File: src/rtl/nvsram_pkg.sv
`default_nettype none
// +----------------------------------------------------------------------+
// | nvsram_pkg                                                           |
// | Shared types and sizes for the NV-SRAM host-side controller.         |
// | Rev 1.0 - initial release                                            |
// +----------------------------------------------------------------------+
package nvsram_pkg;

   // Word count of the attached macro; addresses at or above are rejected
   localparam int DEPTH_DEF = 136;

   // Macro address and data bus widths
   localparam int ADDR_W = 8;
   localparam int DATA_W = 32;

   // Request opcodes as carried on REQ_OP
   typedef enum logic [1:0] {
      OP_READ   = 2'd0,
      OP_WRITE  = 2'd1,
      OP_STORE  = 2'd2,
      OP_RECALL = 2'd3
   } op_t;

   // Controller sequencing states
   typedef enum logic [2:0] {
      IDLE          = 3'd0,
      RD_ISSUE      = 3'd1,
      RD_CAPT       = 3'd2,
      WR            = 3'd3,
      NV_PULSE      = 3'd4,
      NV_WAIT_START = 3'd5,
      NV_WAIT_DONE  = 3'd6,
      RESP          = 3'd7
   } state_t;

endpackage
`default_nettype wire

File: src/rtl/nvsram_ctrl.sv
`default_nettype none
// +----------------------------------------------------------------------+
// | nvsram_ctrl                                                          |
// | Single-outstanding request controller for a 136x32 NV-SRAM macro:    |
// | word read/write plus whole-array store/recall with busy tracking.    |
// | Rev 1.0 - initial release                                            |
// +----------------------------------------------------------------------+
module nvsram_ctrl
   import nvsram_pkg::*;
#(
   parameter int DEPTH      = DEPTH_DEF,
   parameter int START_WIN  = 4,
   parameter int NV_TIMEOUT = 1024
) (
   input  logic              CLK,
   input  logic              RST,
   input  logic              REQ_VALID,
   output logic              REQ_READY,
   input  logic [1:0]        REQ_OP,
   input  logic [ADDR_W-1:0] REQ_ADDR,
   input  logic [DATA_W-1:0] REQ_WDATA,
   output logic              RSP_VALID,
   input  logic              RSP_READY,
   output logic [DATA_W-1:0] RSP_RDATA,
   output logic              RSP_ERR,
   output logic              MEM_CE,
   output logic              MEM_WE,
   output logic [ADDR_W-1:0] MEM_A,
   output logic [DATA_W-1:0] MEM_DIN,
   output logic              MEM_HS,
   output logic              MEM_HR,
   input  logic [DATA_W-1:0] MEM_DOUT,
   input  logic              MEM_BUSYNVC,
   output logic              BUSY
);

   localparam int                  CNT_W        = $clog2(NV_TIMEOUT + 1);
   localparam logic [CNT_W-1:0]    CNT_MAX      = '1;
   localparam logic [CNT_W-1:0]    START_LAST   = CNT_W'(START_WIN - 1);
   localparam logic [CNT_W-1:0]    TIMEOUT_LAST = CNT_W'(NV_TIMEOUT - 1);
   localparam logic [ADDR_W:0]     DEPTH_L      = (ADDR_W + 1)'(DEPTH);

   state_t           state;
   logic [CNT_W-1:0] cnt;
   logic             addr_bad;

   // Only word accesses carry a meaningful address
   assign addr_bad = (op_t'(REQ_OP) == OP_READ || op_t'(REQ_OP) == OP_WRITE) &&
                     ({1'b0, REQ_ADDR} >= DEPTH_L);

   // Sequencer: every output is set on the edge that enters the state it belongs to
   always_ff @(posedge CLK) begin
      if (RST) begin
         state     <= IDLE;
         cnt       <= '0;
         REQ_READY <= 1'b1;
         RSP_VALID <= 1'b0;
         RSP_RDATA <= '0;
         RSP_ERR   <= 1'b0;
         BUSY      <= 1'b0;
         MEM_CE    <= 1'b0;
         MEM_WE    <= 1'b0;
         MEM_A     <= '0;
         MEM_DIN   <= '0;
         MEM_HS    <= 1'b0;
         MEM_HR    <= 1'b0;
      end else begin
         // Strobes last a single cycle; states that need them re-assert below
         MEM_WE  <= 1'b0;
         MEM_DIN <= '0;
         MEM_HS  <= 1'b0;
         MEM_HR  <= 1'b0;
         if (cnt != CNT_MAX) begin
            cnt <= cnt + 1'b1;
         end

         case (state)
            IDLE: begin
               if (REQ_VALID) begin
                  REQ_READY <= 1'b0;
                  BUSY      <= 1'b1;
                  RSP_RDATA <= '0;
                  RSP_ERR   <= 1'b0;
                  if (addr_bad) begin
                     state     <= RESP;
                     RSP_VALID <= 1'b1;
                     RSP_ERR   <= 1'b1;
                  end else begin
                     case (op_t'(REQ_OP))
                        OP_READ: begin
                           state  <= RD_ISSUE;
                           MEM_CE <= 1'b1;
                           MEM_A  <= REQ_ADDR;
                        end
                        OP_WRITE: begin
                           state   <= WR;
                           MEM_CE  <= 1'b1;
                           MEM_WE  <= 1'b1;
                           MEM_A   <= REQ_ADDR;
                           MEM_DIN <= REQ_WDATA;
                        end
                        OP_STORE: begin
                           state  <= NV_PULSE;
                           MEM_CE <= 1'b1;
                           MEM_HS <= 1'b1;
                        end
                        default: begin
                           state  <= NV_PULSE;
                           MEM_CE <= 1'b1;
                           MEM_HR <= 1'b1;
                        end
                     endcase
                  end
               end
            end
            RD_ISSUE: begin
               // CE and A are held so the macro's DOUT survives into the capture cycle
               state <= RD_CAPT;
            end
            RD_CAPT: begin
               state     <= RESP;
               RSP_VALID <= 1'b1;
               RSP_RDATA <= MEM_DOUT;
               MEM_CE    <= 1'b0;
               MEM_A     <= '0;
            end
            WR: begin
               state     <= RESP;
               RSP_VALID <= 1'b1;
               MEM_CE    <= 1'b0;
               MEM_A     <= '0;
            end
            NV_PULSE: begin
               state  <= NV_WAIT_START;
               cnt    <= '0;
               MEM_CE <= 1'b0;
            end
            NV_WAIT_START: begin
               // Busy seen on the final window edge still wins over "instantaneous"
               if (MEM_BUSYNVC) begin
                  state <= NV_WAIT_DONE;
                  cnt   <= '0;
               end else if (cnt >= START_LAST) begin
                  state     <= RESP;
                  RSP_VALID <= 1'b1;
               end
            end
            NV_WAIT_DONE: begin
               if (!MEM_BUSYNVC) begin
                  state     <= RESP;
                  RSP_VALID <= 1'b1;
               end else if (cnt >= TIMEOUT_LAST) begin
                  state     <= RESP;
                  RSP_VALID <= 1'b1;
                  RSP_ERR   <= 1'b1;
               end
            end
            RESP: begin
               if (RSP_READY) begin
                  state     <= IDLE;
                  RSP_VALID <= 1'b0;
                  RSP_RDATA <= '0;
                  RSP_ERR   <= 1'b0;
                  REQ_READY <= 1'b1;
                  BUSY      <= 1'b0;
               end
            end
            default: begin
               state <= IDLE;
            end
         endcase
      end
   end

endmodule
`default_nettype wire

File: config.mk
export PLATFORM = sky130hd
export DESIGN_NAME = nvsram_ctrl
export DESIGN_NICKNAME = d
export VERILOG_FILES = /design/src/rtl/nvsram_pkg.sv /design/src/rtl/nvsram_ctrl.sv
export SDC_FILE = /design/constraint.sdc
export NUM_CORES = 1
export LEC_CHECK = 0
export ABC_AREA = 1
export CORE_ASPECT_RATIO = 1.5
export CORE_MARGIN = 1
export CORE_UTILIZATION = 42
export CTS_CLUSTER_DIAMETER = 200
export DETAILED_ROUTE_END_ITERATION = 16
export PLACE_DENSITY = 0.86
export SLEW_MARGIN = 30
export SYNTH_ARGS = -nofsm -noshare
export SYNTH_HDL_FRONTEND = slang
export SYNTH_SLANG_ARGS = --single-unit
File: constraint.sdc
create_clock -name CLK -period 1.66 [get_ports CLK]
set_clock_uncertainty 0.1 [all_clocks]
set_input_delay 0.332 -clock CLK [delete_from_list [all_inputs] [get_ports CLK]]
set_output_delay 0.332 -clock CLK [all_outputs]
set_load 0.03 [all_outputs]
==> results.cfg, run 1 <==
[synthesis]
synth_top_cell_by_area = dfxtp_1
synth.mux.area_fraction = 0
ys_ff_latch = 94
synth_simple_gate_area_share = 0.249
synth_fp_nets = 544
synthTopCellsByArea = dfxtp_1 (51%), nor2_1 (9.7%), a32oi_1 (7.7%), inv_1 (7.4%), nand2_1 (7.3%)
synth.top_cell.area_share = 0.514
synth_cell_types = 28
synth_adder_area_share = 0.00342
synth_top_family_by_area = simple AND/OR/NAND/NOR gates
mappedNetlistArea_um2 = 3660
ys_warn_count = 0
synth-seq-area-share = 0.514
synth_area_per_cell_um2 = 7.89
synth_compound_gate_area_share = 0.115
netlist_instances = 464
yosys.area_share.xor_xnor = 0.00718

[cts]
tritoncts = yes
root_buffer = clkbuf_16
htree_num_levels = 3
worst_skew_pair.late_latency_ps = 340
clk_path_buf_depth = 2
clk_pin_slew_ps = 60
cts_inserted_buffers = 9
cts.sinks = 94

[grt]
grt.total_usage = 0.247
antenna_violations_before_repair = 0
grt_pass1_wl_um = 17400
grt_pass1_vias = 3909
pin_count_of_the_biggest_net_entering_global_routing = 41
globalRouteOverflowTotal = 0

[die]
die_area_um2 = 9100
fp-row-count = 41
die_height_um = 116
floorplan.core_area_um2 = 8410
start_util = 0.435
pin_count = 159
die_width_um = 78.2

[sta]
max_slew.worst_pin.slew_ps = 402
maxSlewHeadroom = 0.732
period_needed_ps = 1590
fmaxAchievable_ghz = 0.628
fin_crit_sh = 0.959
maxSlewViolCount = 0
setup_ws_final_ps = 67.6
fin_tns_setup_ps = 0
timing.final.setup_violations = 0
number_of_hold_slack_violations_in_the_final_timing_report = 0

[status]
run_status = finished, final reports clean

[pwr]
design_power_total_mw = 8.63
irDropWorstVdd_uv = 807
power.density_cell_area_nw_per_um2 = 1480
leakagePower_nw = 2.97

[setup_path]
crit_end = MEM_A[6]
critical-path-max-stage-delay_ps = 450
cpMaxStageDelayCell = dlygate4sd2_1
path_depth = 1
cp_data_arrival_time_ps = 1160
worst_reg2reg_setup_slack_ps = 80
timing.rr.end = state[1]
setup.worst_path.class = flip-flop to output port
end_kind = output port
worst_r2r_startpoint = cnt[1]
rr_worst_depth = 10
critPathLaunch = MEM_A[6]
setup.worst_path.start_class = flip-flop
critPathMaxFanout = 2
crit_chain = dlygate4sd2_1
worst_path_dominant_cell_family = buffers and inverters
critPathBufInv = 1
timing.critical_path.required_ps = 1230

[layout]
nets = 723
area_growth_syn_to_layout_pct = 59.5
drive_gt1_frac = 0.139
antenna-diode-count = 0
final_cells = 754
post-route-util = 0.694

[place]
finalWeightedCongestion = 0.926
dp.final_hpwl_um = 8020
post-place-cells = 737
port_buffers = 158
placement.setup.worst_slack_ps = -278

[detailed_routing]
post_drt_via_cell_ratio = 4.98
route.detailed.drc = 0
drt_first_iter_violations = 165
final_antenna_net_count = 0
route.final.wire_length_um = 11100
first_pass_iters = 4
routed-via-count = 3758
drt_wl_cell_um = 14.7

[worst_hold_path]
worst_hold_path_type = flip-flop to flip-flop
worst_hold_path.num_cells = 2

[run]
timing.max_cap.violations = 0
-- cell type report --
class	instances	area [um2]
clock buffers	11	253
clock inverters	4	77.6
fillers	671	2580
inverters	78	295
multi-input cells	274	1460
flip-flops and latches	94	1890
well taps	107	134
repair buffers	186	1730
-- worst min-delay path by stage --
stage | slack [ps] | end | start
2_1_floorplan | 310 | MEM_HS | REQ_OP[0]
6_report | 350 | MEM_CE | MEM_CE
5_1_grt | 390 | MEM_CE | MEM_CE
4_1_cts | 350 | MEM_CE | MEM_CE
3_5_place_dp | 340 | BUSY | BUSY
3_3_place_gp | 330 | REQ_READY | REQ_READY
-- cell usage after synthesis --
library cell,n
clkbuf_1,10
xnor2_1,1
nor2_4,3
nand3_1,18
nand4_2,2
ha_1,1
o21ai_2,1
nor2_1,95
inv_1,72
nor2_2,7
inv_2,5
nand2_1,71
buf_2,2
a31oi_1,1
a21boi_0,1
and2_1,1
o21ai_0,9
xor2_1,2
buf_6,6
a32oi_1,32
o21ai_1,1
clkinv_1,1
dfxtp_1,94
a21oi_1,12
a211oi_1,1
nor3_1,7
nand2_2,7
nand3_2,1
-- power by group --
group | switching, mW | leakage (nW) | total [mW] | internal, mW
Combinational | 2.18 | 2.04 | 3.50 | 1.33
Clock | 0.861 | 0.162 | 2.26 | 1.40
Sequential | 0.240 | 0.764 | 2.86 | 2.62
-- layout by cell type (no fill, tap or decap), drive strengths merged --
master,n
nor3,7
a21oi,12
clkbuf,11
clkdlybuf4s50,78
nor2,105
a211oi,1
nand4,2
nand3,19
o21ai,11
xor2,2
nand2,78
buf,28
bufinv,2
and2,1
xnor2,1
dlygate4sd2,80
clkinv,2
a21boi,1
dfxtp,94
a31oi,1
ha,1
a32oi,32
inv,78
-- registers in the layout (all words and copies together) (netlist names) --
name and count:
MEM_DIN 32, RSP_RDATA 32, cnt 11, MEM_A 8
state 3, BUSY 1, MEM_CE 1, MEM_HR 1
MEM_HS 1, MEM_WE 1, REQ_READY 1, RSP_ERR 1
RSP_VALID 1
-- cells by family (layout without fill, tap and decap cells) --
family | count (synthesis) | count (layout)
xor+xnor | 3 | 3
simple gates | 212 | 212
flops | 94 | 94
compound gates | 58 | 58
fa+ha+maj | 1 | 1
buf+inv | 96 | 279
-- repair_timing --
item                       in CTS  in global routing
resized for setup              83                 24
buffers inserted                0                  2
hold buffers                    0                  0
setup endpoints to repair      86                 66
pin swaps                       0                  3
-- layer usage --
layer | wire (um) | GRT usage | vias to the layer above | share of wire
met5 | 0 | 0 | - | 0
met4 | 399 | 0.143 | 0 | 0.036
met3 | 872 | 0.0805 | 36 | 0.079
met2 | 6000 | 0.468 | 163 | 0.54
met1 | 3800 | 0.230 | 1730 | 0.34
li1 | - | - | 1829 | -
-- metrics by stage --
step | cell area, um2 | hold slack [ps]
after floorplan | 3660 | 311
final | 5840 | 353
after detailed placement | 5490 | 344
after global routing | 5840 | 391
after global placement | 5490 | 334
after CTS | 5730 | 354
Note: power is estimated with default switching activity, not from simulation.
==> run 2: changes to the inputs <==
CTS_CLUSTER_SIZE = 8   (was not set)
PLACE_DENSITY = 0.87   (was 0.86)
==> run 2 against run 1 <==
  * Critical path type is now input pin to flip-flop
  * First-iteration DRC count is 53% higher
  * Non-clock buffer count stayed put
  * Largest power group unchanged
  * Combinational power hardly changed
  * Critical endpoint is now MEM_A[4]
  * Worst setup slack better by 11 ps
  * Largest cell class unchanged
==> results.cfg, run 2 (same netlist as run 1, synthesis figures left out) <==
[setup_path]
critPathBufInv = 2
cpMaxStageDelayCell = clkdlybuf4s50_1
critical-path-max-stage-delay_ps = 470
crit_chain = clkdlybuf4s50_1 > nor2_1 > nand2_1 > nand3_2 > nor2_2 > nor2_2 > nand2_4 > buf_12 > nand2_1 > nand2_1 > nor2_1
worst_path_dominant_cell_family = simple AND/OR/NAND/NOR gates
setup.worst_path.start_class = input pin
cp_data_arrival_time_ps = 1700
critical-path-top-cell-by-count = nand2_1
setup.worst_path.class = input pin to flip-flop
critPathMaxFanout = 6
end_kind = flip-flop
timing.critical_path.required_ps = 1780

[layout]
drive_gt1_frac = 0.133
antenna-diode-count = 0
area.sequential_um2 = 1890
area_growth_syn_to_layout_pct = 59.7
nets = 723
largest_registers = MEM_DIN x32, RSP_RDATA x32, cnt x11
multiInputGateArea_um2 = 1430
layout.cells.most_common_list = dfxtp_1 (91), nor2_1 (88), dlygate4sd2_1 (80)
layout.filler_cells = 639
mostFrequentLayoutCell = dfxtp_1

[die]
die_width_um = 78.2
pin_count = 159
floorplan.core_area_um2 = 8410
fp-row-count = 41
start_util = 0.435
die_area_um2 = 9100
die_height_um = 116

[cts]
tritoncts = yes
worst_skew_pair.late_latency_ps = 340
cts.sinks = 94
root_buffer = clkbuf_16
cts_inserted_buffers = 9
clk_path_buf_depth = 2
clk_pin_slew_ps = 70
htree_num_levels = 3

[pwr]
power_internal_mw = 5.41
share_seq_of_total_power = 0.328
irDropWorstVdd_uv = 1110
power.switching_mw = 3.32
switching_part_of_the_total = 0.380
power.clock.fraction = 0.275
design_power_total_mw = 8.74
power.density_cell_area_nw_per_um2 = 1490
power_frac_comb = 0.397
leakagePower_nw = 2.98

[run]
timing.max_cap.violations = 0

[grt]
antenna_violations_before_repair = 0
pin_count_of_the_biggest_net_entering_global_routing = 41
grt_pass1_vias = 3734
grt.total_usage = 0.233
globalRouteOverflowTotal = 0
grt_pass1_wl_um = 16600

[sta]
max_slew.worst_pin.slew_ps = 392
fin_tns_setup_ps = 0
maxSlewViolCount = 0
period_needed_ps = 1580
fin_crit_sh = 0.952
maxSlewHeadroom = 0.739
timing.hold.ws_ps = 267
number_of_hold_slack_violations_in_the_final_timing_report = 0
fmaxAchievable_ghz = 0.633
timing.final.setup_violations = 0

[detailed_routing]
drt_wl_cell_um = 14.4
routed-via-count = 3754
first_pass_iters = 5
route.final.wire_length_um = 10800
route.detailed.drc = 0
post_drt_via_cell_ratio = 4.97
drt_first_iter_violations = 252
final_antenna_net_count = 0

[place]
dp.final_hpwl_um = 7620
port_buffers = 158
finalWeightedCongestion = 0.917

[worst_hold_path]
worst_hold_path_type = input pin to flip-flop

[status]
run_status = finished, final reports clean
-- run 2: worst register-to-register path: stages, from the launching register on --
cell	delay, ps
dfxtp_1	360
ha_2	210
inv_2	60
nor2_4	130
nand3_1	130
nand2_2	110
nor2_4	50
nand2_2	110
nand3_1	90
nand3_1	80
inv_1	40
-- run 2: final cells by class --
class,count,share of cell area
Sequential cell,94,0.323
Timing Repair Buffer,186,0.298
Multi-Input combinational cell,274,0.244
Inverter,78,0.0505
Clock buffer,9,0.0385
Tap cell,107,0.0229
Clock inverter,7,0.0218
-- run 2: repair_timing --
action | in CTS | in global routing
pin swaps | 1 | 3
setup endpoints to repair | 92 | 78
buffers inserted | 1 | 2
endpoints found under the hold margin | 0 | 0
gates resized for setup | 82 | 26
hold buffers | 0 | 0
-- run 2: power by group through the flow --
stage          Sequential, mW  Combinational [mW]  Clock (mW)
2_1_floorplan            3.46                1.63           0
3_3_place_gp             2.88                3.42           0
3_5_place_dp             2.90                3.48           0
4_1_cts                  2.85                3.35        2.43
5_1_grt                  2.90                3.76        2.53
6_report                 2.86                3.47        2.40
-- run 2: path summary, 6_finish.rpt --
path	slack, ps	cells past startpoint	start	endpoint
min	270	5	REQ_ADDR[6]	MEM_A[6]
max	80	11	REQ_ADDR[4]	MEM_A[4]
min reg2reg	350	2	MEM_CE	MEM_CE
max reg2reg	110	10	cnt[1]	state[2]
-- run 2: metal layers --
metal  part of all wire  vias up  GRT usage
li1                   -     1827          -
met1               0.35     1737      0.229
met2               0.55      169      0.446
met3              0.074       21     0.0672
met4              0.025        0      0.110
met5                  0        -          0
-- run 2: stage by stage --
stage | utilization | cells | area [um2] | setup WS [ps]
6_report | 0.695 | 755 | 5840 | 79.0
5_1_grt | 0.695 | 755 | 5840 | -38.2
4_1_cts | 0.684 | 753 | 5750 | 11.5
3_5_place_dp | 0.652 | 736 | 5490 | -253
3_3_place_gp | 0.652 | 736 | 5490 | -230
2_1_floorplan | - | 464 | 3660 | 148
==> run 3: changes to the inputs <==
SLEW_MARGIN = not set   (was 30)
==> results of run 3 <==
Final layout, timing and power as in run 2 (identical DEF).
